File: config.mk
export PLATFORM = sky130hd
export DESIGN_NAME = freq_div_duty_flat
export DESIGN_NICKNAME = d
export VERILOG_FILES = /design/src/rtl/freq_div_duty_if.sv /design/src/rtl/freq_div_duty.sv /design/src/flat_wrapper.sv
export SDC_FILE = /design/constraint.sdc
export NUM_CORES = 1
export LEC_CHECK = 0
export ABC_AREA = 1
export CAP_MARGIN = 0
export CELL_PAD_IN_SITES_DETAIL_PLACEMENT = 0
export CELL_PAD_IN_SITES_GLOBAL_PLACEMENT = 1
export CORE_MARGIN = 4
export CORE_UTILIZATION = 40
export CTS_BUF_LIST = sky130_fd_sc_hd__clkbuf_8
export CTS_CLUSTER_SIZE = 28
export DETAILED_ROUTE_END_ITERATION = 16
export PLACE_DENSITY_LB_ADDON = 0.1
export RECOVER_POWER = 50
export SETUP_SLACK_MARGIN = 0.02
export SYNTH_ARGS = -nofsm -noshare
export SYNTH_HDL_FRONTEND = slang
export SYNTH_SLANG_ARGS = --single-unit
export TNS_END_PERCENT = 50
File: constraint.sdc
create_clock -name i_clk -period 2.2 [get_ports i_clk]
set_input_delay 0.33 -clock i_clk [delete_from_list [all_inputs] [get_ports i_clk]]
set_output_delay 0.33 -clock i_clk [all_outputs]
set_load 0.02 [all_outputs]
File: src/rtl/freq_div_duty_if.sv
// Configuration and divided-clock bus of the programmable divider.
// The master drives enable, load strobe and the requested divide/high
// values; the slave (the divider) returns the divided clock and status.
interface freq_div_duty_if #(
    parameter int W = 8
);
    logic         i_en;
    logic [W-1:0] i_div;
    logic [W-1:0] i_high;
    logic         i_load;
    logic         o_clk_div;
    logic         o_period_start;
    logic         o_cfg_pending;
    logic         o_cfg_err;

    modport master (
        output i_en, i_div, i_high, i_load,
        input  o_clk_div, o_period_start, o_cfg_pending, o_cfg_err
    );

    modport slave (
        input  i_en, i_div, i_high, i_load,
        output o_clk_div, o_period_start, o_cfg_pending, o_cfg_err
    );
endinterface

File: src/rtl/freq_div_duty.sv
// Programmable clock divider with configurable duty cycle.
// A new divide/high pair is validated at load time, parked in a pending
// slot and only promoted to the active slot on a period boundary, so the
// divided clock never produces a runt pulse.
module freq_div_duty #(
    parameter int W = 8
) (
    input  logic             i_clk,
    input  logic             i_rst_n,
    freq_div_duty_if.slave   bus
);

    logic [W-1:0] cnt_q,    cnt_d;
    logic [W-1:0] div_a_q,  div_a_d;
    logic [W-1:0] high_a_q, high_a_d;
    logic [W-1:0] div_p_q,  div_p_d;
    logic [W-1:0] high_p_q, high_p_d;
    logic         clk_div_q, clk_div_d;
    logic         pstart_q,  pstart_d;
    logic         pending_q, pending_d;
    logic         err_q,     err_d;

    // Counter increment carried in W+1 bits so div = 2^W-1 cannot overflow.
    logic [W:0]   cnt_inc;
    logic         wrap;
    logic         load_legal;

    // Next-state logic: counting, boundary promotion, and load validation.
    always_comb begin
        cnt_d      = cnt_q;
        div_a_d    = div_a_q;
        high_a_d   = high_a_q;
        div_p_d    = div_p_q;
        high_p_d   = high_p_q;
        clk_div_d  = clk_div_q;
        pstart_d   = 1'b0;
        pending_d  = pending_q;
        err_d      = err_q;

        cnt_inc    = {1'b0, cnt_q} + {{W{1'b0}}, 1'b1};
        // cnt + 1 >= div is cnt >= div - 1 without any underflow risk; the
        // >= also pulls an out-of-range count back to a boundary.
        wrap       = (cnt_inc >= {1'b0, div_a_q});
        load_legal = (bus.i_div >= W'(2)) && (bus.i_high >= W'(1)) &&
                     (bus.i_high < bus.i_div);

        if (bus.i_en) begin
            if (wrap) begin
                cnt_d     = '0;
                clk_div_d = 1'b1;
                pstart_d  = 1'b1;
                if (pending_q) begin
                    div_a_d   = div_p_q;
                    high_a_d  = high_p_q;
                    pending_d = 1'b0;
                end
            end else begin
                cnt_d     = cnt_inc[W-1:0];
                clk_div_d = (cnt_inc < {1'b0, high_a_q});
            end
        end

        // A load on a wrap edge lands after the promotion above, so the old
        // pending value is applied now and the new one waits for the next
        // boundary.
        if (bus.i_load) begin
            if (load_legal) begin
                div_p_d   = bus.i_div;
                high_p_d  = bus.i_high;
                pending_d = 1'b1;
                err_d     = 1'b0;
            end else begin
                err_d     = 1'b1;
            end
        end
    end

    // State registers; reset restores divide-by-2 at 50% and drops any pending config.
    always_ff @(posedge i_clk or negedge i_rst_n) begin
        if (!i_rst_n) begin
            cnt_q     <= W'(1);
            div_a_q   <= W'(2);
            high_a_q  <= W'(1);
            div_p_q   <= W'(2);
            high_p_q  <= W'(1);
            clk_div_q <= 1'b0;
            pstart_q  <= 1'b0;
            pending_q <= 1'b0;
            err_q     <= 1'b0;
        end else begin
            cnt_q     <= cnt_d;
            div_a_q   <= div_a_d;
            high_a_q  <= high_a_d;
            div_p_q   <= div_p_d;
            high_p_q  <= high_p_d;
            clk_div_q <= clk_div_d;
            pstart_q  <= pstart_d;
            pending_q <= pending_d;
            err_q     <= err_d;
        end
    end

    assign bus.o_clk_div      = clk_div_q;
    assign bus.o_period_start = pstart_q;
    assign bus.o_cfg_pending  = pending_q;
    assign bus.o_cfg_err      = err_q;

endmodule

File: src/flat_wrapper.sv
// flat-port wrapper written by rule: the top's interface ports become plain ports
module freq_div_duty_flat 
#(
    parameter int W = 8
)
  (i_clk, i_rst_n, bus_i_en, bus_i_div, bus_i_high, bus_i_load, bus_o_clk_div, bus_o_period_start, bus_o_cfg_pending, bus_o_cfg_err);
  freq_div_duty_if #(.W(W)) bus_i ();
  input  logic i_clk;
  input  logic i_rst_n;
  input wire logic [$bits(bus_i.i_en)-1:0] bus_i_en;
  input wire logic [$bits(bus_i.i_div)-1:0] bus_i_div;
  input wire logic [$bits(bus_i.i_high)-1:0] bus_i_high;
  input wire logic [$bits(bus_i.i_load)-1:0] bus_i_load;
  output wire logic [$bits(bus_i.o_clk_div)-1:0] bus_o_clk_div;
  output wire logic [$bits(bus_i.o_period_start)-1:0] bus_o_period_start;
  output wire logic [$bits(bus_i.o_cfg_pending)-1:0] bus_o_cfg_pending;
  output wire logic [$bits(bus_i.o_cfg_err)-1:0] bus_o_cfg_err;
  assign bus_i.i_en = bus_i_en;
  assign bus_i.i_div = bus_i_div;
  assign bus_i.i_high = bus_i_high;
  assign bus_i.i_load = bus_i_load;
  assign bus_o_clk_div = bus_i.o_clk_div;
  assign bus_o_period_start = bus_i.o_period_start;
  assign bus_o_cfg_pending = bus_i.o_cfg_pending;
  assign bus_o_cfg_err = bus_i.o_cfg_err;
  freq_div_duty #(.W(W)) u_core (.i_clk(i_clk), .i_rst_n(i_rst_n), .bus(bus_i));
endmodule
==> flow_metrics.tcl, run 1 <==
set metrics [dict create \
    synth.area.top_cells "dfrtp_1 (38%), nand2_1 (16%), ha_1 (11%), nand4_1 (8.0%), inv_1 (5.9%)" \
    path_class "reg -> reg" \
    yosysSeqAreaShare 0.428 \
    cp.arrival_ns 2.50 \
    layout_setup_ws_ns -0.0736 \
    min_period_over_period 1.03 \
    fin_skew_ns 0.00649 \
    first_global_vias 2088 \
    power_leakage_nw 1.70 \
    violations "capacitance limit, setup timing" \
    p_per_area_nw_per_um2 1130 \
    path_cells "ha_4 -> nand3_4 -> xor2_2 -> ha_1 -> nand2_2 -> nor2_1 -> nand2_1 -> nand3_1 -> nand2_1 -> nand2_1 -> nand2_2 -> nand2_4 -> buf_12 -> nand4_1 -> nand2_1" \
    grt_first_pass_wirelength_um 9500 \
    syn-num-nets 357 \
    drv_cap 1 \
    dp_hpwl_um 4140 \
    yosys.area_share.adder 0.111 \
    cts-root-buf "clkbuf_8" \
    vdd_ir_drop_max_mv 0.575 \
    synth.top_cell.area_share 0.377 \
    synth_mux_area_frac 0 \
    ios 24 \
    worstHoldPathType "in -> async" \
    slew_headroom 0.00144 \
    grt_max_degree 27 \
    cts_buffers 5 \
    synthesis.area_um2 2590 \
    cpMostUsedCell "nand2_1" \
    postCtsHoldBufs 0 \
    clkSinkCount 44 \
    core-area_um2 6310 \
    die_h_um 88.4 \
    clockBufferDepth 2 \
    worstMarginPinSlew_ns 1.50 \
    drive_gt1_frac 0.176 \
    antennaDiodeCount 0 \
    initial_core_util 0.410 \
    synth_xor_area_frac 0.0135 \
    rsz0062_at_grt "yes" \
    synth_top_family_by_area "simple AND/OR/NAND/NOR gates" \
    route.detailed.drc 0 \
    grt-ovfl-total 0 \
    clkTransAtPathRegs_ns 0.08 \
    drt-pass1-iter-count 4 \
    cpPeakStageDelay_ns 0.59 \
    critical-path-top-delay-family "simple AND/OR/NAND/NOR gates" \
    crit_required_ns 2.43 \
    yosysUniqueCellTypes 30 \
    dp.cells 428 \
    synth_edf_count 0 \
    drtIter0Drc 71 \
    critPathCaptureType "register" \
    wl_um 5280 \
    yosysWarnings 0 \
    fmax_mhz 440 \
    h-tree-depth 2 \
    worstSkewPairLatency_ns 0.29 \
    final_core_util 0.521 \
    synth_compound_area_frac 0.0275 \
    die-area_um2 7820 \
    ant_nets 0 \
    final_nets 406 \
    cp-start-kind "register" \
    yosys.area.top_type "dfrtp_1" \
    io_buffers 23 \
    vias 2117 \
    synthCells 314 \
    avgSynthCellArea_um2 8.24 \
    synth-main-ff-cell "dfrtp_1" \
    path_buf_inv 1 \
    crit_slowest_cell "dfstp_2" \
    syn2layout_area_growth_pct 27.2 \
    total_power_mw 3.73 \
    post-route-min-period_ns 2.27 \
    antenna_found_initial 0 \
    fin_setup_tns_ns -0.861 \
    gr-usage-all-layers 0.154 \
    vias_per_cell 4.80 \
    final-setup-viol-count 21 \
    finalHoldViolCount 0 \
    gp_congestion 0.815 \
    yosys_register_bits 44 \
    hold_slack_ns 0.387 \
    post-synth-top-count-cell "nand2_1" \
    cp_max_fo 16 \
    async_reset_ff_frac 1.00 \
    drv_slew 0 \
    cts_tree "yes" \
    status "finished, violations left" \
    die_w_um 88.4 \
    final_cells 441 \
    yosys.area_share.simple 0.331 \
    wl_per_cell_um 12.0 \
    num_rows 29 \
    synth_common_cells "nand2_1 (112), inv_1 (41), dfrtp_1 (39)" \
]
==> cell families (layout without fill, tap and decap cells) <==
logic type,after synthesis,after routing
buffers and inverters,54,103
flip-flops,44,44
XOR/XNOR,4,4
AND/OR/NAND/NOR,176,177
AO/OA/AOI/OAI,13,13
adder cells (fa/ha/maj),23,23
==> per-layer routing <==
metal | track usage | vias to the layer above | part of all wire
li1 | - | 1134 | -
met1 | 0.193 | 949 | 0.46
met2 | 0.271 | 30 | 0.49
met3 | 0.0261 | 4 | 0.032
met4 | 0.0453 | 0 | 0.010
met5 | 0 | - | 0
==> what timing repair did <==
item                                    4_1_cts  5_1_grt
gates resized for setup                       4        8
pin swaps                                     8        4
endpoints found under the setup margin       23       27
cloned                                        1        0
setup buffers                                 3        1
==> metrics by stage <==
| stage | cell area [µm²] | setup WS [ns] |
|---|---|---|
| 2_1_floorplan | 2620 | -0.00236 |
| 3_3_place_gp | 3080 | -0.0327 |
| 3_5_place_dp | 3080 | -0.0589 |
| 4_1_cts | 3260 | -0.0527 |
| 5_1_grt | 3290 | -0.257 |
| 6_report | 3290 | -0.0736 |
==> sequential cells by signal, indices dropped and copies added, names as in the netlist <==
name,cells
u_core.bus.o_cfg_err,1
u_core.bus.o_cfg_pending,1
u_core.bus.o_clk_div,1
u_core.bus.o_period_start,1
u_core.cnt_q,8
u_core.div_a_q,8
u_core.div_p_q,8
u_core.high_a_q,8
u_core.high_p_q,8
==> report_power, final <==
| group | total [mW] | switching, mW | internal (mW) |
|---|---|---|---|
| Clock | 0.725 | 0.276 | 0.449 |
| Combinational | 1.77 | 0.999 | 0.775 |
| Sequential | 1.23 | 0.163 | 1.07 |
| Total | 3.73 | 1.44 | 2.29 |
==> cell type report <==
cell class	instances	area, µm²
Fill cell	633	3020
Multi-Input combinational cell	217	1340
Inverter	42	158
Sequential cell	44	1110
Timing Repair Buffer	53	454
Clock inverter	3	63.8
Tap cell	77	96.3
Clock buffer	5	68.8
==> path summary, 6_finish.rpt <==
path	slack [ns]	cells past startpoint	endpoint	from
setup / recovery	-0.07	15	u_core.high_a_q[1]	u_core.cnt_q[0]
hold / removal	0.39	1	u_core.cnt_q[7]	i_rst_n
setup reg to reg	-0.07	15	u_core.high_a_q[1]	u_core.cnt_q[0]
hold reg to reg	0.47	2	u_core.div_p_q[1]	u_core.div_p_q[1]
max in group asynchronous	0.68	2	u_core.div_a_q[1]	i_rst_n
min in group i_clk	0.47	2	u_core.div_p_q[1]	u_core.div_p_q[1]
==> placed cells by master, fill, tap and decap left out, types with 9 or more instances in the layout <==
| cell type | Yosys | final |
|---|---|---|
| nand4_1 | 33 | 33 |
| buf_4 | 2 | 27 |
| nand3_1 | 10 | 9 |
| dfrtp_1 | 39 | 39 |
| inv_1 | 41 | 42 |
| nand2_1 | 112 | 108 |
| ha_1 | 23 | 22 |
| clkdlybuf4s50_1 | 0 | 22 |
Power figures use the tool's default switching activity.
==> inputs of run 2 (changes only) <==
--- a/config.mk
+++ b/config.mk
@@ -12,6 +12,7 @@
 export CORE_MARGIN = 4
 export CORE_UTILIZATION = 40
 export CTS_BUF_LIST = sky130_fd_sc_hd__clkbuf_8
+export CTS_CLUSTER_DIAMETER = 80
 export CTS_CLUSTER_SIZE = 28
 export DETAILED_ROUTE_END_ITERATION = 16
 export PLACE_DENSITY_LB_ADDON = 0.1
==> constraint.sdc (replaced) <==
create_clock -name i_clk -period 2.4 [get_ports i_clk]
set_input_delay 0.36 -clock i_clk [delete_from_list [all_inputs] [get_ports i_clk]]
set_output_delay 0.36 -clock i_clk [all_outputs]
set_load 0.02 [all_outputs]
==> flow_metrics.tcl, run 2 (same netlist as run 1, synthesis figures left out) <==
set metrics [dict create \
    status "finished clean" \
    min_period_over_period 0.943 \
    cp.arrival_ns 2.45 \
    pre_cts_ws_ns -0.0361 \
    critPathCaptureType "register" \
    initial_core_util 0.410 \
    num_rows 29 \
    path_class "reg -> reg" \
    first_global_vias 2139 \
    vdd_ir_drop_max_mv 0.486 \
    h-tree-depth 2 \
    antenna_found_initial 0 \
    worstHoldPathType "reg -> reg" \
    gp_congestion 0.742 \
    drive_gt1_frac 0.186 \
    drv_cap 0 \
    wl_per_cell_um 12.3 \
    rr_worst_depth 15 \
    worstSkewPairLatency_ns 0.30 \
    route.detailed.drc 0 \
    cp-start-kind "register" \
    cts_buffers 5 \
    critical-path-top-delay-family "simple AND/OR/NAND/NOR gates" \
    clkTransAtPathRegs_ns 0.08 \
    hold_slack_ns 0.468 \
    final_nets 396 \
    io_buffers 23 \
    ios 24 \
    die-area_um2 7820 \
    filler_cell_count 663 \
    post-route-min-period_ns 2.26 \
    grt_first_pass_wirelength_um 9470 \
    vias 2095 \
    endpoint "u_core.high_a_q[2]" \
    cp.depth 15 \
    finalHoldViolCount 0 \
    cpPeakStageDelay_ns 0.58 \
    fin_setup_tns_ns 0 \
    die_w_um 88.4 \
    fin_skew_ns 0.00626 \
    worstMarginPinSlew_ns 0.837 \
    multiInputGateArea_um2 1360 \
    r2r-end "u_core.high_a_q[2]" \
    vias_per_cell 4.86 \
    final_common_cell "nand2_1" \
    die_h_um 88.4 \
    grt-ovfl-total 0 \
    total_power_mw 3.29 \
    fmax_mhz 442 \
    final-setup-viol-count 0 \
    ff2ff_setup_slack_ns 0.14 \
    cts_tree "yes" \
    layout_setup_ws_ns 0.138 \
    final_cell_mix "nand2_1 (101), inv_1 (40), dfrtp_1 (39)" \
    cts-root-buf "clkbuf_8" \
    core-area_um2 6310 \
    seq_area_um2 1110 \
    crit_required_ns 2.59 \
    cp_max_fo 8 \
    rsz0062_at_grt "yes" \
    grt_max_degree 36 \
    gr-usage-all-layers 0.154 \
    drv_slew 0 \
    ant_nets 0 \
    reg2reg_from "u_core.cnt_q[0]" \
    clkSinkCount 44 \
    antennaDiodeCount 0 \
    drtIter0Drc 66 \
    slew_headroom 0.442 \
    power_leakage_nw 1.63 \
    p_per_area_nw_per_um2 1030 \
    dp_hpwl_um 3990 \
    path_buf_inv 0 \
    syn2layout_area_growth_pct 23.9 \
    path_cells "ha_4 -> nand3_4 -> xor2_2 -> ha_4 -> nand2_2 -> nor2_1 -> nand2_1 -> nand3_2 -> nand2_1 -> nand2_1 -> nand2_2 -> nand2_4 -> nand3_4 -> nand2_2 -> nand2_2" \
    wl_um 5300 \
    drt-pass1-iter-count 4 \
    crit_slowest_cell "dfstp_2" \
    clockBufferDepth 2 \
    cp-startpoint "u_core.cnt_q[0]" \
    cpMostUsedCell "nand2_2" \
]
-- run 2: cell count changes in the layout (fill, tap and decap cells not counted), sizes merged --
| cell | change |
|---|---|
| inv | -1 |
| bufinv | -2 |
| dlygate4sd3 | +1 |
| clkinvlp | +2 |
| buf | -10 |
-- run 2: per-layer routing --
metal | global-route usage | up-vias | wire length (µm) | share of wire
met5 | 0 | - | 0 | 0
li1 | - | 1105 | - | -
met2 | 0.275 | 29 | 2620 | 0.49
met3 | 0.0261 | 5 | 152 | 0.029
met1 | 0.187 | 956 | 2430 | 0.46
met4 | 0.0536 | 0 | 94 | 0.018
-- run 2: how the worst min path moves through the flow --
stage,cells past startpoint,to,slack (ns),start
after floorplan,0,u_core.bus.o_cfg_err,0.06,i_rst_n
after global placement,1,u_core.cnt_q[2],0.24,i_rst_n
after detailed placement,1,u_core.cnt_q[1],0.24,i_rst_n
after CTS,2,u_core.cnt_q[4],0.44,i_rst_n
after global routing,2,u_core.high_p_q[0],0.50,u_core.high_p_q[0]
final,2,u_core.div_p_q[1],0.47,u_core.div_p_q[1]
-- run 2: final cells by class --
type,count,share of cell area
Sequential cell,44,0.345
Inverter,42,0.0491
Clock buffer,6,0.0257
Tap cell,77,0.0300
Timing Repair Buffer,43,0.121
Clock inverter,2,0.00468
Multi-Input combinational cell,217,0.425
-- run 2: power by group --
group | internal, mW | switching, mW
clock network | 0.233 | 0.259
logic | 0.727 | 0.949
registers | 0.981 | 0.146
total | 1.94 | 1.35
-- run 2: stage by stage --
stage                     std cells  area [µm²]   util
after floorplan                 314        2590      -
after global placement          417        2960  0.469
after detailed placement        417        2960  0.469
after CTS                       429        3120  0.494
after global routing            431        3210  0.508
final                           431        3210  0.508
-- run 2: repair_timing --
| item | in CTS | in global routing |
|---|---|---|
| resized for setup | 5 | 19 |
| pin swaps | 3 | 8 |
| hold endpoints to repair | 8 | 0 |
| setup endpoints to repair | 16 | 23 |
| setup buffers | 2 | 2 |
| cloned | 1 | 0 |
| hold buffers | 1 | 0 |
-- run 2: worst register-to-register path, stage by stage, from the launching register on --
cell and delay, ns:
dfstp_2 0.58, ha_4 0.16, nand3_4 0.09, xor2_2 0.18
ha_4 0.29, nand2_2 0.05, nor2_1 0.08, nand2_1 0.07
nand3_2 0.06, nand2_1 0.05, nand2_1 0.06, nand2_2 0.06
nand2_4 0.13, nand3_4 0.16, nand2_2 0.13, nand2_2 0.04
==> inputs of run 3 (changes only) <==
--- a/config.mk
+++ b/config.mk
@@ -6,7 +6,7 @@
 export NUM_CORES = 1
 export LEC_CHECK = 0
 export ABC_AREA = 1
-export CAP_MARGIN = 0
+export CAP_MARGIN = 15
 export CELL_PAD_IN_SITES_DETAIL_PLACEMENT = 0
 export CELL_PAD_IN_SITES_GLOBAL_PLACEMENT = 1
 export CORE_MARGIN = 4
@@ -17,6 +17,7 @@
 export DETAILED_ROUTE_END_ITERATION = 16
 export PLACE_DENSITY_LB_ADDON = 0.1
 export RECOVER_POWER = 50
+export REMOVE_ABC_BUFFERS = 1
 export SETUP_SLACK_MARGIN = 0.02
 export SYNTH_ARGS = -nofsm -noshare
 export SYNTH_HDL_FRONTEND = slang
==> flow_metrics.tcl, run 3 (same netlist as run 1, synthesis figures left out) <==
set metrics [dict create \
    status "finished clean" \
    num_rows 29 \
    drt-pass1-iter-count 4 \
    place_area_um2 2960 \
    min_period_over_period 0.970 \
    cp.arrival_ns 2.52 \
    worstHoldPathType "reg -> reg" \
    vdd_ir_drop_max_mv 0.459 \
    r2r-end "u_core.div_a_q[7]" \
    route.detailed.drc 0 \
    antenna_found_initial 0 \
    die_h_um 88.4 \
    crit_required_ns 2.59 \
    finalHoldViolCount 0 \
    power_leakage_nw 1.64 \
    drtIter0Drc 49 \
    path_class "reg -> reg" \
    final_nets 395 \
    ant_nets 0 \
    rr_worst_depth 15 \
    cp_max_fo 8 \
    filler_cell_count 637 \
    pre_cts_ws_ns -0.000621 \
    final_common_cell "nand2_1" \
    drive_gt1_frac 0.210 \
    layout_setup_ws_ns 0.0716 \
    drv_cap 0 \
    grt-ovfl-total 0 \
    h-tree-depth 2 \
    dr_wl_met2_um 2680 \
    worstSkewPairLatency_ns 0.30 \
    clkSinkCount 44 \
    final-setup-viol-count 0 \
    route.top_layer_used "met4" \
    initial_core_util 0.410 \
    hp-start "u_core.high_a_q[0]" \
    grt_max_degree 37 \
    total_power_mw 3.55 \
    die_w_um 88.4 \
    reg2reg_from "u_core.cnt_q[0]" \
    fmax_mhz 429 \
    die-area_um2 7820 \
    gr-usage-all-layers 0.142 \
    wl_met3_um 162 \
    ios 24 \
    clockBufferDepth 2 \
    p_per_area_nw_per_um2 1070 \
    vias 2057 \
    cts_tree "yes" \
    core-area_um2 6310 \
    dp_hpwl_um 4010 \
    cts-root-buf "clkbuf_8" \
    wl_per_cell_um 12.6 \
    cp-start-kind "register" \
    ff2ff_setup_slack_ns 0.07 \
    critPathCaptureType "register" \
    fin_setup_tns_ns 0 \
    drv_slew 0 \
    io_buffers 23 \
    gp_congestion 0.772 \
    wl_met1_um 2520 \
    fin_area_um2 3300 \
    antennaDiodeCount 0 \
    hold_end "u_core.high_a_q[0]" \
    post-route-min-period_ns 2.33 \
    wl_um 5420 \
    seq_area_um2 1110 \
    cts_buffers 5 \
    first_global_vias 1960 \
    hold_path_depth 2 \
    slew_headroom 0.413 \
    vias_per_cell 4.78 \
    multiInputGateArea_um2 1440 \
    grt_first_pass_wirelength_um 8850 \
    worstMarginPinSlew_ns 0.880 \
    rsz0062_at_grt "yes" \
    syn2layout_area_growth_pct 27.6 \
    fin_skew_ns 0.00921 \
    final_cell_mix "nand2_1 (97), inv_1 (41), dfrtp_1 (38)" \
    clkTransAtPathRegs_ns 0.09 \
]
[run 3: stage by stage]
| step | std cells | utilization | hold slack, ns |
|---|---|---|---|
| 2_1_floorplan | 302 | - | 0.0644 |
| 3_3_place_gp | 417 | 0.469 | 0.223 |
| 3_5_place_dp | 417 | 0.469 | 0.226 |
| 4_1_cts | 426 | 0.489 | 0.439 |
| 5_1_grt | 430 | 0.523 | 0.490 |
| 6_report | 430 | 0.523 | 0.466 |
[run 3: timing repair]
item	in CTS	in global routing
pin swaps	2	18
endpoints found under the setup margin	14	26
buffers inserted	0	3
resized for setup	1	38
endpoints found under the hold margin	7	0
hold buffers	1	0
cloned	0	1
[run 3: critical path, cell delays in order, from the launching register on]
cell and delay [ns]:
dfstp_2 0.58, ha_4 0.16, nand3_4 0.10, xor2_4 0.18
ha_4 0.29, nand2_4 0.05, nor2_4 0.07, nand2_1 0.06
nand3_2 0.06, nand2_1 0.05, nand2_1 0.07, nand2_2 0.07
nand2_4 0.14, nand3_4 0.17, nand2_2 0.12, nand2_1 0.05
[run 3: worst max-delay path by stage]
stage | start | end | slack, ns | depth (start not counted)
floorplan | u_core.cnt_q[0] | u_core.div_a_q[0] | 0.06 | 15
global placement | u_core.cnt_q[0] | u_core.div_a_q[0] | 0.04 | 15
detailed placement | u_core.cnt_q[0] | u_core.high_a_q[6] | -0.0006 | 15
CTS | u_core.cnt_q[0] | u_core.div_a_q[3] | -0.01 | 15
global route | u_core.cnt_q[0] | u_core.div_a_q[7] | -0.09 | 15
finish | u_core.cnt_q[0] | u_core.div_a_q[7] | 0.07 | 15
[run 3: power by group]
group          internal (mW)  switching [mW]
Sequential             0.982           0.153
Clock                  0.314           0.275
Combinational          0.795            1.03
[run 3: final cells by class]
type                    instances  share of cell area
inverters                      42              0.0477
clock buffers                   5              0.0208
clock inverters                 3              0.0140
multi-input cells             217               0.437
repair buffers                 42               0.116
flip-flops and latches         44               0.335
well taps                      77              0.0292
[run 3: per-layer routing]
layer / GRT usage / vias to the layer above
met5: 0 / -
met4: 0.0371 / 0
met3: 0.0279 / 4
li1: - / 1107
met1: 0.180 / 916
met2: 0.249 / 30
